## src/rtl/branch_pkg.sv

```systemverilog
// branch_pkg: shared branch-mode and BHT encodings plus BHT index-width helper.
package branch_pkg;
    typedef enum logic [2:0] {BR_BEQ, BR_BNE, BR_BLEZ, BR_BGTZ, BR_BLTZ, BR_BGEZ} br_mode_e;
    typedef enum logic [1:0] {SNT, WNT, WT, ST} bht_state_e;
    function automatic int unsigned idx_w(int unsigned depth);
        return $clog2(depth);
    endfunction
endpackage

```

## src/rtl/branch_resolve_unit_if.sv

```systemverilog
// branch_resolve_unit_if: IF lookup, EX resolve inputs and registered resolve outputs.
interface branch_resolve_unit_if #(parameter int WIDTH = 32, parameter int CNT_W = 16);
    logic [WIDTH-1:0] if_pc;
    logic             if_pred_taken;
    logic             ex_valid;
    logic             ex_stall;
    logic             ex_is_branch;
    logic [2:0]       ex_br_mode;
    logic [WIDTH-1:0] ex_rs;
    logic [WIDTH-1:0] ex_rt;
    logic [WIDTH-1:0] ex_pc;
    logic [WIDTH-1:0] ex_target;
    logic             ex_pred_taken;
    logic             res_valid;
    logic             res_taken;
    logic             redirect;
    logic [WIDTH-1:0] redirect_pc;
    logic [CNT_W-1:0] br_count;
    logic [CNT_W-1:0] mispred_count;
    modport master (
        output if_pc, ex_valid, ex_stall, ex_is_branch, ex_br_mode, ex_rs, ex_rt, ex_pc,
               ex_target, ex_pred_taken,
        input  if_pred_taken, res_valid, res_taken, redirect, redirect_pc, br_count, mispred_count
    );
    modport slave (
        input  if_pc, ex_valid, ex_stall, ex_is_branch, ex_br_mode, ex_rs, ex_rt, ex_pc,
               ex_target, ex_pred_taken,
        output if_pred_taken, res_valid, res_taken, redirect, redirect_pc, br_count, mispred_count
    );
endinterface

```

## src/rtl/bht_table.sv

```systemverilog
// bht_table: array of 2-bit saturating counters, async read port, sync update, reset to weak-not-taken.
module bht_table
    import branch_pkg::*;
#(
    parameter int DEPTH = 64,
    parameter int IW    = idx_w(DEPTH)
) (
    input  logic          clk,
    input  logic          reset,
    input  logic [IW-1:0] rd_idx,
    output logic [1:0]    rd_ctr,
    input  logic          upd_en,
    input  logic [IW-1:0] upd_idx,
    input  logic          upd_taken
);
    logic [1:0] ctr_q [DEPTH];
    logic [1:0] cur;
    logic [1:0] ctr_d;

    // Read returns the stored value; a same-cycle update is not bypassed.
    assign rd_ctr = ctr_q[rd_idx];

    always_comb begin
        cur   = ctr_q[upd_idx];
        ctr_d = upd_taken ? (cur == ST ? cur : cur + 2'd1) : (cur == SNT ? cur : cur - 2'd1);
    end

    always_ff @(posedge clk) begin
        if (reset) begin
            for (int i = 0; i < DEPTH; i++) ctr_q[i] <= WNT;
        end else if (upd_en) begin
            ctr_q[upd_idx] <= ctr_d;
        end
    end
endmodule

```

## src/rtl/branch_resolve_unit.sv

```systemverilog
// branch_resolve_unit: resolves EX conditional branches, registers outcome/redirect, trains the BHT, keeps stats.
module branch_resolve_unit
    import branch_pkg::*;
#(
    parameter int WIDTH     = 32,
    parameter int BHT_DEPTH = 64,
    parameter int CNT_W     = 16
) (
    input logic                 clk,
    input logic                 reset,
    branch_resolve_unit_if.slave bus
);
    localparam int IW = idx_w(BHT_DEPTH);

    logic             taken;
    logic             resolve;
    logic             mispred;
    logic [1:0]       pred_ctr;
    logic             res_valid_q, res_valid_d;
    logic             res_taken_q, res_taken_d;
    logic             redirect_q, redirect_d;
    logic [WIDTH-1:0] redirect_pc_q, redirect_pc_d;
    logic [CNT_W-1:0] br_cnt_q, br_cnt_d;
    logic [CNT_W-1:0] mis_cnt_q, mis_cnt_d;

    bht_table #(.DEPTH(BHT_DEPTH)) u_bht (
        .clk       (clk),
        .reset     (reset),
        .rd_idx    (bus.if_pc[IW+1:2]),
        .rd_ctr    (pred_ctr),
        .upd_en    (resolve),
        .upd_idx   (bus.ex_pc[IW+1:2]),
        .upd_taken (taken)
    );

    // Signed modes only look at rs; reserved modes fall through to not-taken.
    always_comb begin
        taken = bus.ex_br_mode == BR_BEQ  ? bus.ex_rs == bus.ex_rt :
                bus.ex_br_mode == BR_BNE  ? bus.ex_rs != bus.ex_rt :
                bus.ex_br_mode == BR_BLEZ ? ($signed(bus.ex_rs) <= $signed(WIDTH'(0))) :
                bus.ex_br_mode == BR_BGTZ ? ($signed(bus.ex_rs) >  $signed(WIDTH'(0))) :
                bus.ex_br_mode == BR_BLTZ ? bus.ex_rs[WIDTH-1] :
                bus.ex_br_mode == BR_BGEZ ? ~bus.ex_rs[WIDTH-1] : 1'b0;
        resolve = bus.ex_valid & ~bus.ex_stall & bus.ex_is_branch & (bus.ex_br_mode <= BR_BGEZ);
        mispred = resolve & (taken != bus.ex_pred_taken);
    end

    always_comb begin
        res_valid_d   = resolve;
        res_taken_d   = resolve & taken;
        redirect_d    = mispred;
        redirect_pc_d = !resolve ? redirect_pc_q : taken ? bus.ex_target : bus.ex_pc + WIDTH'(4);
        br_cnt_d      = br_cnt_q + CNT_W'(resolve && br_cnt_q != '1);
        mis_cnt_d     = mis_cnt_q + CNT_W'(mispred && mis_cnt_q != '1);
    end

    always_ff @(posedge clk) begin
        if (reset) begin
            res_valid_q   <= 1'b0;
            res_taken_q   <= 1'b0;
            redirect_q    <= 1'b0;
            redirect_pc_q <= '0;
            br_cnt_q      <= '0;
            mis_cnt_q     <= '0;
        end else begin
            res_valid_q   <= res_valid_d;
            res_taken_q   <= res_taken_d;
            redirect_q    <= redirect_d;
            redirect_pc_q <= redirect_pc_d;
            br_cnt_q      <= br_cnt_d;
            mis_cnt_q     <= mis_cnt_d;
        end
    end

    assign bus.if_pred_taken = pred_ctr[1];
    assign bus.res_valid     = res_valid_q;
    assign bus.res_taken     = res_taken_q;
    assign bus.redirect      = redirect_q;
    assign bus.redirect_pc   = redirect_pc_q;
    assign bus.br_count      = br_cnt_q;
    assign bus.mispred_count = mis_cnt_q;
endmodule

```

## src/flat_wrapper.sv

```systemverilog
// flat-port wrapper written by rule: the top's interface ports become plain ports
module branch_resolve_unit_flat import branch_pkg::*;
#(
    parameter int WIDTH     = 32,
    parameter int BHT_DEPTH = 64,
    parameter int CNT_W     = 16
)
  (clk, reset, bus_if_pc, bus_ex_valid, bus_ex_stall, bus_ex_is_branch, bus_ex_br_mode, bus_ex_rs, bus_ex_rt, bus_ex_pc, bus_ex_target, bus_ex_pred_taken, bus_if_pred_taken, bus_res_valid, bus_res_taken, bus_redirect, bus_redirect_pc, bus_br_count, bus_mispred_count);
  branch_resolve_unit_if #(.WIDTH(WIDTH), .CNT_W(CNT_W)) bus_i ();
  input logic clk;
  input logic reset;
  input wire logic [$bits(bus_i.if_pc)-1:0] bus_if_pc;
  input wire logic [$bits(bus_i.ex_valid)-1:0] bus_ex_valid;
  input wire logic [$bits(bus_i.ex_stall)-1:0] bus_ex_stall;
  input wire logic [$bits(bus_i.ex_is_branch)-1:0] bus_ex_is_branch;
  input wire logic [$bits(bus_i.ex_br_mode)-1:0] bus_ex_br_mode;
  input wire logic [$bits(bus_i.ex_rs)-1:0] bus_ex_rs;
  input wire logic [$bits(bus_i.ex_rt)-1:0] bus_ex_rt;
  input wire logic [$bits(bus_i.ex_pc)-1:0] bus_ex_pc;
  input wire logic [$bits(bus_i.ex_target)-1:0] bus_ex_target;
  input wire logic [$bits(bus_i.ex_pred_taken)-1:0] bus_ex_pred_taken;
  output wire logic [$bits(bus_i.if_pred_taken)-1:0] bus_if_pred_taken;
  output wire logic [$bits(bus_i.res_valid)-1:0] bus_res_valid;
  output wire logic [$bits(bus_i.res_taken)-1:0] bus_res_taken;
  output wire logic [$bits(bus_i.redirect)-1:0] bus_redirect;
  output wire logic [$bits(bus_i.redirect_pc)-1:0] bus_redirect_pc;
  output wire logic [$bits(bus_i.br_count)-1:0] bus_br_count;
  output wire logic [$bits(bus_i.mispred_count)-1:0] bus_mispred_count;
  assign bus_i.if_pc = bus_if_pc;
  assign bus_i.ex_valid = bus_ex_valid;
  assign bus_i.ex_stall = bus_ex_stall;
  assign bus_i.ex_is_branch = bus_ex_is_branch;
  assign bus_i.ex_br_mode = bus_ex_br_mode;
  assign bus_i.ex_rs = bus_ex_rs;
  assign bus_i.ex_rt = bus_ex_rt;
  assign bus_i.ex_pc = bus_ex_pc;
  assign bus_i.ex_target = bus_ex_target;
  assign bus_i.ex_pred_taken = bus_ex_pred_taken;
  assign bus_if_pred_taken = bus_i.if_pred_taken;
  assign bus_res_valid = bus_i.res_valid;
  assign bus_res_taken = bus_i.res_taken;
  assign bus_redirect = bus_i.redirect;
  assign bus_redirect_pc = bus_i.redirect_pc;
  assign bus_br_count = bus_i.br_count;
  assign bus_mispred_count = bus_i.mispred_count;
  branch_resolve_unit #(.WIDTH(WIDTH), .BHT_DEPTH(BHT_DEPTH), .CNT_W(CNT_W)) u_core (.clk(clk), .reset(reset), .bus(bus_i));
endmodule
```

## config.mk

```make
export PLATFORM = sky130hd
export DESIGN_NAME = branch_resolve_unit_flat
export DESIGN_NICKNAME = d
export VERILOG_FILES = /design/src/rtl/branch_pkg.sv /design/src/rtl/branch_resolve_unit_if.sv /design/src/rtl/bht_table.sv /design/src/rtl/branch_resolve_unit.sv /design/src/flat_wrapper.sv
export SDC_FILE = /design/constraint.sdc
export NUM_CORES = 1
export LEC_CHECK = 0
export CAP_MARGIN = 20
export CORE_MARGIN = 1
export CORE_UTILIZATION = 56
export DETAILED_ROUTE_END_ITERATION = 12
export PLACE_DENSITY = 0.94
export SLEW_MARGIN = 40
export SYNTH_ARGS = -nofsm -noshare
export SYNTH_HDL_FRONTEND = slang
export SYNTH_SLANG_ARGS = --single-unit
```

## constraint.sdc

```tcl
create_clock -name clk -period 7.7 [get_ports clk]
set_input_delay 0.77 -clock clk [delete_from_list [all_inputs] [get_ports clk]]
set_output_delay 0.77 -clock clk [all_outputs]
set_load 0.01 [all_outputs]
```

==> results by stage <==
Layout:
- The final instance count without filler cells is 1514.
- The area growth from synthesis to layout is 24.5%.
- The filler cells instantiated in the layout total 1291.
- The fraction of the core area covered by cells at the end of the flow is 71.1%.
- The area of the multi-input gates is 5430 um^2.
- The number of nets in the layout is 1411.
- The sequential cell area is 5180 um^2.
- The share of final-layout standard cells stronger than drive strength 1 is 9.69%.
- The number of antenna repair diodes is 0.

Placement:
- After legalization and detailed placement, the total HPWL measured 21600 um.
- Input and output buffers added on the ports amount to 210.
- Counting tap cells, the placed design contains a total of 1482 instances.
- At the placement stage, the worst setup path has a slack of 2.72 ns.
- The routability congestion estimate from global placement is 0.841.

Timing:
- The maximum clock frequency is 218 MHz.
- The final hold violation count came to 0.
- The worst path in the final design needs a cycle of 4.58 ns, including I/O delays and setup.
- Setup repair after global routing left no endpoint under its margin.
- Measured against its own limit, the worst slew margin works out to 42.0%.
- The number of max-slew violations in the final report is 0.
- Dividing the final minimum period by the clock period gives 59.5%.
- Setup total negative slack on the finished layout was measured at 0 ns.
- The worst path setup slack after routing is 3.12 ns.
- Setup violations remaining at the end of the flow were counted as 0.
- The slew of the pin with the lowest slew margin is 0.868 ns.
- The clock tree skew after final layout is 0.0114 ns.

Worst hold path:
- The path class of the tightest hold or removal check is flip-flop to flip-flop.

Global routing:
- The number of global-route vias before repair is 9175.
- Global routing used 32.0% of the available tracks across all layers.
- Entering global routing, the biggest net connects 120 pins.
- The leftover overflow at the end of global routing is 0.
- The first-pass GRT wire length is 49000 um.
- The initial antenna violation count came to 1.

Clock tree:
- Buffers inserted during clock tree synthesis total 17.
- The clock latency on the worst-skew pair is 0.45 ns.
- The post-CTS setup-driven buffer insertion count is 0.
- The quantity of gates resized following cts is 0.
- The CTS tree is yes.
- Buffers inserted to repair hold after CTS numbered 0.
- The clock tree synthesis step divided the H-tree into 4 levels.
- The clock edge transition at the registers on the reported setup and hold paths is 0.08 ns.
- The clock passes through at most 2 buffers.
- The clock root buffer is clkbuf_16.
- The clock sink total is 195.

Floorplanning:
- The full die area is 20300 um^2.
- The height of the chip is 143 um.
- Once the floorplan was initialized, standard cells occupied 57.1% of the core.
- The floorplan step defined a core boundary enclosing 19400 um^2.
- During I/O placement, the number of pins put on the boundary was 237.
- The number of rows in the core area is 51.
- The die width is 143 um.

Critical path:
- STA classifies the critical path endpoint as a flip-flop.
- The critical path class is input pin to flip-flop.
- The startpoint type of the worst setup path is an input pin.
- The peak fanout along the critical path is 38.
- The worst endpoint required time is 7.88 ns.
- The arrival time at the worst endpoint is 4.76 ns.

Yosys:
- The synthesized netlist occupies a cell area of 11100 um^2.
- The count of warnings emitted by yosys is 0.
- In this run, synthesis inferred 128 flip-flops with an integrated enable.
- The number of synthesized register bits is 195.
- The number of nets in the synthesized netlist is 1254.
- The number of different library cells in the post-synthesis netlist is 55.
- The average footprint of a synthesized cell is 10.3 um^2.
- The area fraction of the dominant cell type after synthesis is 34.7%.
- In the synthesized netlist the dominant register cell turns out to be edfxtp_1.
- After technology mapping, the gate count stands at 1079.
- Of the synthesized area, sequential elements account for 46.8%.
- Yosys attributes the largest share of cell area to edfxtp_1 35%, dfxtp_1 12%, mux4_2 6.7%, xor2_1 4.9%, nand3_1 4.4%.
- The top cell type by total area after synthesis is edfxtp_1.
- The async set or reset register ratio after synthesis is 0%.

Drt:
- After detailed routing, the total wire length is 32500 um.
- The post-detailed-route count of antenna-violating nets is 0.
- The routed via count is 9569.
- The first TritonRoute pass finished after 5 iterations.
- After detailed routing, the average wire length per cell comes to 21.5 um.
- The routed via count divided by cell count is 6.32.
- For this block, the initial DRC count from the detailed router was 1083.
- In the routed design, unresolved DRC markers number 0.

Power and ir drop:
- For this design the ratio of total power to cell area is 173 nW/um^2.
- The switching portion of total power is 27.6%.
- The internal power summed over all cells is 1.73 mW.
- The share of total power in sequential cells is 48.0%.
- Per report_power, the combinational group accounts for 15.3% of the total.
- The leakage power figure is 4.44 nW.
- IR analysis of the VDD net gives a maximum drop of 0.167 mV.
- The analysis attributes to net switching a power of 659 uW.
- The clock network power share is 36.7%.

Run status:
- The flow ran to the end, and the final reports show no timing, DRC or antenna violations.

Flow run:
- Max-cap violations in this run came to 0.
critical path, cell delays in order:
cell and delay, ns:
buf_2 0.55, buf_4 0.52, mux4_2 0.55, o21ai_0 0.29, a31o_2 0.16, nand3_1 0.10
a211o_1 0.25, nor3_1 0.27, maj3_2 0.64, buf_4 0.52, nor2_1 0.10
registers in the layout (all words and copies together) (netlist names):
name                      count
u_core.u_bht.ctr_q          128
u_core.bus.mispred_count     16
u_core.bus.res_valid          1
u_core.bus.redirect           1
u_core.bus.res_taken          1
u_core.bus.redirect_pc       32
u_core.bus.br_count          16
power groups by stage:
stage          clock network (mW)  logic (mW)  registers [mW]
2_1_floorplan                   0       0.211            1.17
3_3_place_gp                    0       0.345            1.17
3_5_place_dp                    0       0.353            1.17
4_1_cts                     0.882       0.357            1.15
5_1_grt                     0.917       0.385            1.15
6_report                    0.877       0.367            1.15
logic make-up after synthesis:
| group | share of synthesized area (%) |
|---|---|
| xor gates and xnor gates | 6.56 |
| AOI/OAI and AO/OA | 5.88 |
| muxes | 10.5 |
| buffers and inverters | 4.63 |
| adders and majority gates | 0.870 |
| and+or+nand+nor | 24.7 |
| DFF | 46.8 |
cell type report:
type / instances / share of cell area [%]
inverter: 11 / 0.300
clock buffer: 17 / 3.09
timing repair buffer: 227 / 16.1
multi-input combinational: 784 / 39.4
tap: 265 / 2.41
clock inverter: 15 / 1.13
sequential: 195 / 37.6
per-layer routing:
layer | GRT usage (%) | up-vias | share of wire (%) | routed length [um]
met4 | 21.5 | 0 | 6.4 | 2070
met3 | 8.05 | 166 | 11 | 3710
met5 | 0 | - | 0 | 0
met1 | 37.8 | 4483 | 34 | 11100
met2 | 51.8 | 678 | 48 | 15700
li1 | - | 4242 | - | -
through the flow:
step | power, mW | cell area (um^2) | hold WS, ns
2_1_floorplan | 1.38 | 11100 | 0.484
3_3_place_gp | 1.51 | 13200 | 0.436
3_5_place_dp | 1.52 | 13200 | 0.442
4_1_cts | 2.38 | 13800 | 0.461
5_1_grt | 2.45 | 13800 | 0.507
6_report | 2.39 | 13800 | 0.457
cells in the mapped netlist (21+ instances only):
cell type	count
o311ai_0	23
nand4b_1	25
nand3b_1	29
nand2b_1	68
nor2_1	118
nand3_1	98
edfxtp_1	128
nand2_1	98
o21ai_0	23
xor2_1	62
mux2i_1	24
dfxtp_1	67
mux4_2	33
xnor2_1	21
clkbuf_1	57
cell usage in the layout (no fill, tap or decap), types with 8 or more instances in the layout:
master	Yosys	final
mux2i_1	24	24
clkdlybuf4s50_1	0	206
o311ai_0	23	23
nand3b_1	29	29
nor2_1	118	113
and2_1	8	8
nand2_1	98	98
mux4_2	33	33
nor2b_1	8	8
inv_1	10	10
nor4_1	16	15
xnor2_1	21	21
nand2b_1	68	68
o21ai_0	23	23
dfxtp_1	67	67
clkbuf_16	0	17
or3_1	11	11
nand4_1	16	16
edfxtp_1	128	128
mux2_2	16	16
a21oi_1	13	13
buf_4	6	18
nor3_1	13	10
nand4b_1	25	25
nand3_1	98	98
xor2_1	62	62
final timing paths:
path,slack (ns),cells after the start,endpoint,startpoint
max,3.12,11,u_core.u_bht.ctr_q[15][1],bus_ex_pc[2]
min reg2reg,0.46,2,u_core.bus.redirect_pc[26],u_core.bus.redirect_pc[26]
max reg2reg,4.25,9,u_core.u_bht.ctr_q[15][1],u_core.u_bht.ctr_q[59][0]
min,0.46,2,u_core.bus.redirect_pc[26],u_core.bus.redirect_pc[26]
Power figures use the tool's default switching activity.
